$ cat src/rtl/div_sched_pkg.sv
// Shared types and defaults for the divider-stage scheduler.
package div_sched_pkg;

  typedef enum logic [1:0] {
    IDLE    = 2'd0,
    ISSUE   = 2'd1,
    WAIT    = 2'd2,
    CAPTURE = 2'd3
  } state_t;

  localparam int DEF_NLANES = 4;
  localparam int DEF_WIDTH  = 32;
  localparam int DEF_LAT    = 4;

  // Width of a binary lane index; never narrower than one bit.
  function automatic int lane_idx_w(input int n);
    return (n <= 2) ? 1 : $clog2(n);
  endfunction

endpackage

$ cat src/rtl/div_sched_rr_arbiter.sv
// Combinational rotating-priority arbiter: the first eligible requester at or
// above the pointer wins, wrapping around past the top lane.
module rr_arbiter #(
  parameter int N  = 4,
  parameter int IW = 2
) (
  input  logic [N-1:0]  elig,
  input  logic [IW-1:0] rr,
  output logic [N-1:0]  gnt,
  output logic [IW-1:0] gnt_idx,
  output logic          any_gnt
);

  // Candidate lane for each search offset, already wrapped into 0..N-1.
  logic [IW-1:0] cand [N];

  for (genvar gi = 0; gi < N; gi++) begin : g_cand
    logic [IW:0] sum;
    assign sum       = {1'b0, rr} + (IW+1)'(gi);
    assign cand[gi]  = (sum >= (IW+1)'(N)) ? IW'(sum - (IW+1)'(N)) : sum[IW-1:0];
  end

  // Walk the offsets in priority order and keep the first eligible lane.
  always_comb begin
    gnt     = '0;
    gnt_idx = '0;
    any_gnt = 1'b0;
    for (int k = 0; k < N; k++) begin
      if (!any_gnt && elig[cand[k]]) begin
        any_gnt       = 1'b1;
        gnt[cand[k]]  = 1'b1;
        gnt_idx       = cand[k];
      end
    end
  end

endmodule

$ cat src/rtl/div_sched.sv
// Round-robin scheduler sharing one fixed-latency divider stage among lanes.
// One operation is in the unit at a time; its result lands in the issuing
// lane's one-entry response register, and a lane with an unread result is
// not granted again until that result is taken.
module div_sched
  import div_sched_pkg::*;
#(
  parameter  int NLANES = DEF_NLANES,
  parameter  int WIDTH  = DEF_WIDTH,
  parameter  int LAT    = DEF_LAT,
  localparam int IW     = lane_idx_w(NLANES)
) (
  input  logic                    aclk,
  input  logic                    areset,
  input  logic [NLANES-1:0]       req_valid,
  input  logic [NLANES*WIDTH-1:0] req_data,
  output logic [NLANES-1:0]       req_ready,
  output logic                    unit_ld,
  output logic [WIDTH-1:0]        unit_s,
  input  logic [WIDTH-1:0]        unit_q,
  output logic [NLANES-1:0]       rsp_valid,
  output logic [NLANES*WIDTH-1:0] rsp_data,
  input  logic [NLANES-1:0]       rsp_ready,
  output logic                    busy,
  output logic [IW-1:0]           grant_id
);

  localparam int CW = $clog2(LAT + 1);

  state_t            state_reg;
  logic [CW-1:0]     cnt_reg;
  logic [WIDTH-1:0]  op_reg;
  logic [IW-1:0]     rr_reg;
  logic [IW-1:0]     grant_id_reg;
  logic              rsp_valid_reg [NLANES];
  logic [WIDTH-1:0]  rsp_data_reg  [NLANES];
  logic [WIDTH-1:0]  req_word      [NLANES];

  logic [NLANES-1:0] eligible;
  logic [NLANES-1:0] arb_gnt;
  logic [IW-1:0]     arb_idx;
  logic              arb_any;

  // A lane holding an unread result must not be granted, or it would be overwritten.
  assign eligible = req_valid & ~rsp_valid;

  rr_arbiter #(
    .N  (NLANES),
    .IW (IW)
  ) u_arb (
    .elig    (eligible),
    .rr      (rr_reg),
    .gnt     (arb_gnt),
    .gnt_idx (arb_idx),
    .any_gnt (arb_any)
  );

  assign req_ready = (state_reg == IDLE && !areset) ? arb_gnt : '0;
  assign unit_ld   = (state_reg == ISSUE);
  assign unit_s    = op_reg;
  assign busy      = (state_reg != IDLE);
  assign grant_id  = grant_id_reg;

  // Sequencer: grant, pulse the load, count out the latency, capture the result.
  always_ff @(posedge aclk) begin
    if (areset) begin
      state_reg    <= IDLE;
      cnt_reg      <= '0;
      op_reg       <= '0;
      rr_reg       <= '0;
      grant_id_reg <= '0;
    end else begin
      case (state_reg)
        IDLE: begin
          if (arb_any) begin
            op_reg       <= req_word[arb_idx];
            grant_id_reg <= arb_idx;
            rr_reg       <= (arb_idx == IW'(NLANES - 1)) ? '0 : arb_idx + 1'b1;
            state_reg    <= ISSUE;
          end
        end
        ISSUE: begin
          cnt_reg   <= CW'(LAT - 1);
          state_reg <= WAIT;
        end
        WAIT: begin
          cnt_reg <= cnt_reg - 1'b1;
          if (cnt_reg == CW'(1)) begin
            state_reg <= CAPTURE;
          end
        end
        CAPTURE: begin
          state_reg <= IDLE;
        end
        default: begin
          state_reg <= IDLE;
        end
      endcase
    end
  end

  for (genvar gi = 0; gi < NLANES; gi++) begin : g_lane
    assign req_word[gi]                  = req_data[gi*WIDTH +: WIDTH];
    assign rsp_data[gi*WIDTH +: WIDTH]   = rsp_data_reg[gi];
    assign rsp_valid[gi]                 = rsp_valid_reg[gi];

    // Per-lane response slot: filled on capture for the owning lane, emptied on accept.
    always_ff @(posedge aclk) begin
      if (areset) begin
        rsp_valid_reg[gi] <= 1'b0;
        rsp_data_reg[gi]  <= '0;
      end else if (state_reg == CAPTURE && grant_id_reg == IW'(gi)) begin
        rsp_valid_reg[gi] <= 1'b1;
        rsp_data_reg[gi]  <= unit_q;
      end else if (rsp_ready[gi]) begin
        rsp_valid_reg[gi] <= 1'b0;
      end
    end
  end

endmodule

$ cat config.mk
export PLATFORM = sky130hd
export DESIGN_NAME = div_sched
export DESIGN_NICKNAME = d
export VERILOG_FILES = /design/src/rtl/div_sched_pkg.sv /design/src/rtl/div_sched_rr_arbiter.sv /design/src/rtl/div_sched.sv
export SDC_FILE = /design/constraint.sdc
export NUM_CORES = 1
export LEC_CHECK = 0
export ABC_AREA = 1
export CAP_MARGIN = 20
export CORE_UTILIZATION = 47
export CTS_BUF_LIST = sky130_fd_sc_hd__clkbuf_2 sky130_fd_sc_hd__clkbuf_4 sky130_fd_sc_hd__clkbuf_8
export CTS_CLUSTER_SIZE = 20
export DETAILED_ROUTE_END_ITERATION = 12
export PLACE_DENSITY = 0.95
export REMOVE_ABC_BUFFERS = 1
export SKIP_CTS_REPAIR_TIMING = 1
export SLEW_MARGIN = 20
export SYNTH_ARGS = -nofsm -noshare
export SYNTH_HDL_FRONTEND = slang
export SYNTH_HIERARCHICAL = 1
export SYNTH_SLANG_ARGS = --single-unit
export TNS_END_PERCENT = 10
$ cat constraint.sdc
create_clock -name aclk -period 3.82 [get_ports aclk]
set_clock_uncertainty 0.1 [all_clocks]
set_input_delay 0.764 -clock aclk [delete_from_list [all_inputs] [get_ports aclk]]
set_output_delay 0.764 -clock aclk [all_outputs]
set_load 0.03 [all_outputs]
# Yosys cells after proc, flatten, opt, wreduce, memory -nomap -nowiden
# Memories as Yosys holds them, arrays and structs flattened.
# Cells that the tools add are included.
# Widths: inputs -> output; s select.
op_classes:
  addsub: 9
  n_lt_le_gt_ge: 13
  n_eq_ne: 10
  muxes: 83
  bitwise: 18
  reduce_logical: 22
op_table:
  columns: ["cell", "n"]
  rows:
  - ["$mux 32", 6]
  - ["$bmux 32 s2", 1]
  - ["$mux 1", 50]
  - ["$mux 2", 11]
  - ["$mux 4", 5]
  - ["$ge 3x3->1 const B", 4]
  - ["$logic_and 1x1->1", 12]
  - ["$lt 2x3->1 const B", 4]
  - ["$or 1x1->1", 12]
  - ["$or 4x4->4", 3]
  - ["$eq 2x2->1 const B", 5]
  - ["$bmux 1 s2", 4]
  - ["$demux 1 s2", 4]
  - ["$ge 2x1->1 const B", 4]
  - ["$pmux 2 s4", 1]
  - ["$sub 2x1->2 const B", 4]
  - ["$add 2x2->3 const B", 2]
  - ["$pmux 3 s2", 1]
  - ["$and 4x4->4", 1]
  - ["$eq 2x1->1 const B", 2]
  - ["$logic_not 1->1", 4]
  - ["$logic_not 2->1", 2]
  - ["$ne 2x2->1 const B", 2]
  - ["$not 4->4", 1]
  - ["8 further kinds", 10]
word_totals:
  reg_bits: 41
  ramBits: 132
  input_bits: 170
  out_inout_bits: 172
  wordCells: 162
  mem_count: 2
memory_table:
  columns: ["name", "words", "word_bits", "rd", "rd_clocked_by_memory_dff", "wr", "line_no", "source"]
  rows:
  - ["rsp_data_reg", 4, 32, 4, 0, 4, "div_sched.sv:36", "logic [WIDTH-1:0] rsp_data_reg [NLANES];"]
  - ["rsp_valid_reg", 4, 1, 4, 0, 4, "div_sched.sv:35", "logic rsp_valid_reg [NLANES];"]

# Logic depth before layout (Yosys ltp)
# An unclocked memory read counts as a cell.
depth:
  word_depth: 19
  mapped_depth: 16
  mapped_depth_nobuf: 15

# Cells and area by module
# Netlist, hierarchy kept.
modules_own_cells:
  columns: ["module", "n_inst", "cells_per_inst", "area_per_inst_um2", "seq_area_each_um2"]
  rows:
  - ["div_sched", 1, 781, 7449.6, 4784.6]
  - ["rr_arbiter", 1, 74, 440.4, 0.0]

# Worst setup path before layout
# No wires, ideal clock.
synth_path:
  path_type: "register to output"
  start: "register rr_reg[0]"
  end: "output req_ready[0]"
  t_arrival_ns: 2.027
  slack_ns: 0.929
  path_stages_with_launch: 11
  n_path_buf: 0
  path_cell_list: "dfxtp_1 -> inv_2 -> ha_1 -> inv_1 -> nand3_1 -> nand2_1 -> nor2_1 -> a21oi_1 -> nand3_1 -> inv_1 -> nor2_1"
synth_between:
  elab_chain_len: 15
  word_cells_on_any_way: 60
  cone_classes: "7 x add/sub; 12 x order compare; 28 x mux; 3 x bitwise; 10 x reduce/logical"
synth_rtl:
  columns: ["item", "line_no", "source"]
  rows:
  - ["from (decl)", "div_sched.sv:33", "logic [IW-1:0] rr_reg;"]
  - ["from (signal assigned)", "div_sched.sv:78", "rr_reg <= (arb_idx == IW'(NLANES - 1)) ? '0 : arb_idx + 1'b1;"]
  - ["parallel branches: the longest is 13 deep, another holds $add 2x1->3", null, null]
  - ["$mux 4 *", "div_sched_rr_arbiter.sv:29", "if (!any_gnt && elig[cand[k]]) begin"]
  - ["net arb_gnt[0]", "div_sched.sv:40", "logic [NLANES-1:0] arb_gnt;"]
  - ["$mux 4 *", "div_sched.sv:58", "assign req_ready = (state_reg == IDLE && !areset) ? arb_gnt : '0;"]
  - ["to (decl)", "div_sched.sv:17", "output logic [NLANES-1:0] req_ready,"]
# Mark *: on every way through the listed nets, which the timed path passes. The select of a mux whose other input is x is not followed.

# Final worst setup path
layout_path:
  start: "register rr_reg[1]"
  end: "output req_ready[1]"
# Same word-level chain as after synthesis.

==> summary.md <==
| Metric | Value |
|---|---|
| Status | finished clean |
| Clock root buffer | clkbuf_8 |
| Largest net degree at the start of global routing | 65 |
| Syn Inst Count | 855 |
| Clock transition at path regs | 110 ps |
| First-pass GRT wire length | 36.5 mm |
| Minimum clock period after layout | 3610 ps |
| Syn Area/Cell | 9.23 µm² |
| Final ANT Viol Nets | 0 |
| CP Launch Type | register |
| Longest Clk Path Bufs | 2 |
| H-Tree Depth | 4 |
| Fin cells | 1421 |
| Slowest Stage Delay on Critical Path | 550 ps |
| Met3 wire len | 1.90 mm |
| # rows | 47 |
| Total Routed Length | 24.0 mm |
| TritonRoute pass-1 iters | 5 |
| Finish-stage setup viols | 0 |
| Die area | 17300 µm² |
| CP delay by family, top | simple AND/OR/NAND/NOR gates |
| Top Layer Used | met4 |
| FF+latch count, synth | 173 |
| Gpl congestion | 0.881 |
| Crit Path Category | register to output port |
| Hold-critical path depth | 1 |
| Placed cell count | 1388 |
| Most used cell, CP | inv_1 |
| Final hold viol count | 0 |
| EDFF count, synth | 132 |
| Final core occ | 72.2% |
| Pins over their slew limit | 0 |
| Min-Delay Endpoint | cnt_reg[0] |
| Largest register FFs | 128 |
| Crit-path max FO | 13 |
| Nets | 1370 |
| Vert. Die Dim | 132 µm |
| Critical Path Source | rr_reg[1] |
| Met2 wire len | 12.2 mm |
| Crit path buffers/inverters | 4 |
| Synth top area cells | edfxtp_1, dfxtp_1, nand2_1 |
| Vias in the first global route | 6829 |
| Most frequently used cell type in the post-synthesis netlist | nand2_1 |
| Slowest CP cell | dfxtp_1 |
| Area of the core | 16500 µm² |
| Hold_ws | 410 ps |
| Final Cycle Share | 94.4% |
| Layout cells sized above 1 | 6.92% |
| FFs w/ async S/R, synth | 0% |
| # port buffers | 341 |
| TritonCTS buffer count | 17 |
| Fmax achieved | 277 MHz |
| Hold WC Path Type | register to register |
| Synth area leader | edfxtp_1 |
| Area delta synth->final | 50.6% |
| CP arrival | 2740 ps |
| Reg-to-Reg Start | rr_reg[1] |
| Residual DRC | 0 |
| Antenna violations before repair | 1 |
| Sequential share of the synthesized area | 60.6% |
| Met1 wire length | 8.93 mm |
| HP Start | cnt_reg[0] |
| Ys flop type | edfxtp_1 |
| P per Cell Area | 661 nW/µm² |
| Worst Tran Pin Value | 608 ps |
| Vias per inst | 5.09 |
| RSZ-0062 raised after global routing | no |
| DRT iter0 DRCs | 652 |
| Netlist Area Pre-Place | 7890 µm² |
| Io pins | 342 |
| Grt total ovfl | 0 |
| Worst-Skew Late Latency | 460 ps |
| R2r endpoint | unit_s[7] |
| Wire length per cell | 16.9 µm |
| VDD IR max | 0.000536 V |
| Post-synth top cells | nand2_1, nor2_1, edfxtp_1, inv_1, nand3_1 |
| Die span in x | 132 µm |
| Reg2reg path depth | 13 |
| Worst-path cell chain | inv_1 > ha_1 > inv_1 > nand2_1 > nand2_2 > nor2_4 > nand4_1 > nand3_1 > inv_1 > nor2_1 > buf_4 |
| Synth Warn # | 6 |
| Clk sinks | 173 |
| Library cells used by synthesis | 27 |
| Max-slew headroom | 59.4% |
| Max Cap Viol | 0 |
| Post-synth top area share | 50.2% |
| Vias | 7237 |
| Worst Setup End Kind | output port |
| Initial Utilization | 47.9% |
| CP required | 2960 ps |
| TritonCTS clock tree | done |
| Placed wire-length estimate | 17.6 mm |
| Total power | 7850 µW |
| Total track usage | 27.9% |
| Fillers | 1181 |
| Leakage | 0.00507 µW |
| Worst R2R Setup Slack | 610 ps |
-- through the flow --
stage | TNS (ps) | instance area (µm²) | setup WS, ps
2_1_floorplan | -13780 | 7610 | -442
3_3_place_gp | 0 | 11500 | 476
3_5_place_dp | 0 | 11500 | 435
4_1_cts | 0 | 11900 | 150
5_1_grt | 0 | 11900 | 45.2
6_report | 0 | 11900 | 214
-- per-layer routing --
layer,GRT usage (%),up-vias
li1,-,3449
met1,31.7,3280
met2,49.4,452
met3,5.94,56
met4,13.6,0
met5,0,-
-- cell usage in the layout (no fill, tap or decap) --
cell / count
nor2_4: 1
nand3_1: 62
inv_1: 69
nand4_2: 4
dfxtp_1: 41
clkinv_8: 1
clkinvlp_4: 2
clkbuf_8: 17
a31oi_1: 1
diode_2: 1
o21ai_1: 4
nand2_2: 9
clkdlybuf4s50_1: 337
inv_8: 4
ha_1: 13
edfxtp_1: 132
inv_2: 9
nand2_1: 202
clkinv_2: 1
a21oi_1: 44
nor2_2: 1
nand4_1: 7
buf_4: 16
clkinv_4: 2
nor2_1: 162
or2_1: 3
nand2_4: 1
o21ai_0: 36
nand3_2: 2
inv_6: 5
nand3_4: 1
or2_2: 1
buf_12: 6
a21boi_0: 4
-- area by class of cell --
type | count | area [µm²] | share of cell area [%]
timing repair buffer | 359 | 3610 | 30.4
sequential | 173 | 4780 | 40.3
multi-input combinational | 558 | 2540 | 21.4
tap | 220 | 275 | 2.32
clock buffer | 17 | 234 | 1.97
clock inverter | 15 | 143 | 1.20
antenna | 1 | 2.50 | 0.0211
inverter | 78 | 293 | 2.46
-- cells by family after synthesis --
group / share of synthesized area [%]
fa+ha+maj: 2.06
simple gates: 24.2
buf+inv: 7.29
flops: 60.6
compound gates: 5.79
-- where the power goes --
group	internal [µW]	switching (µW)	total, µW	leakage (µW)
logic	1460	2680	4140	0.00317
registers	2310	158	2470	0.00171
clock network	483	758	1240	0.000188
-- how the worst max path moves through the flow --
| stage | to | slack (ps) | depth (start not counted) |
|---|---|---|---|
| finish | req_ready[1] | 210 | 11 |
| global route | req_ready[1] | 50 | 11 |
| CTS | req_ready[1] | 150 | 11 |
| detailed placement | unit_s[7] | 430 | 15 |
| global placement | req_ready[0] | 480 | 14 |
| floorplan | unit_s[10] | -440 | 14 |
No activity file was read; power rests on OpenSTA's default activity.
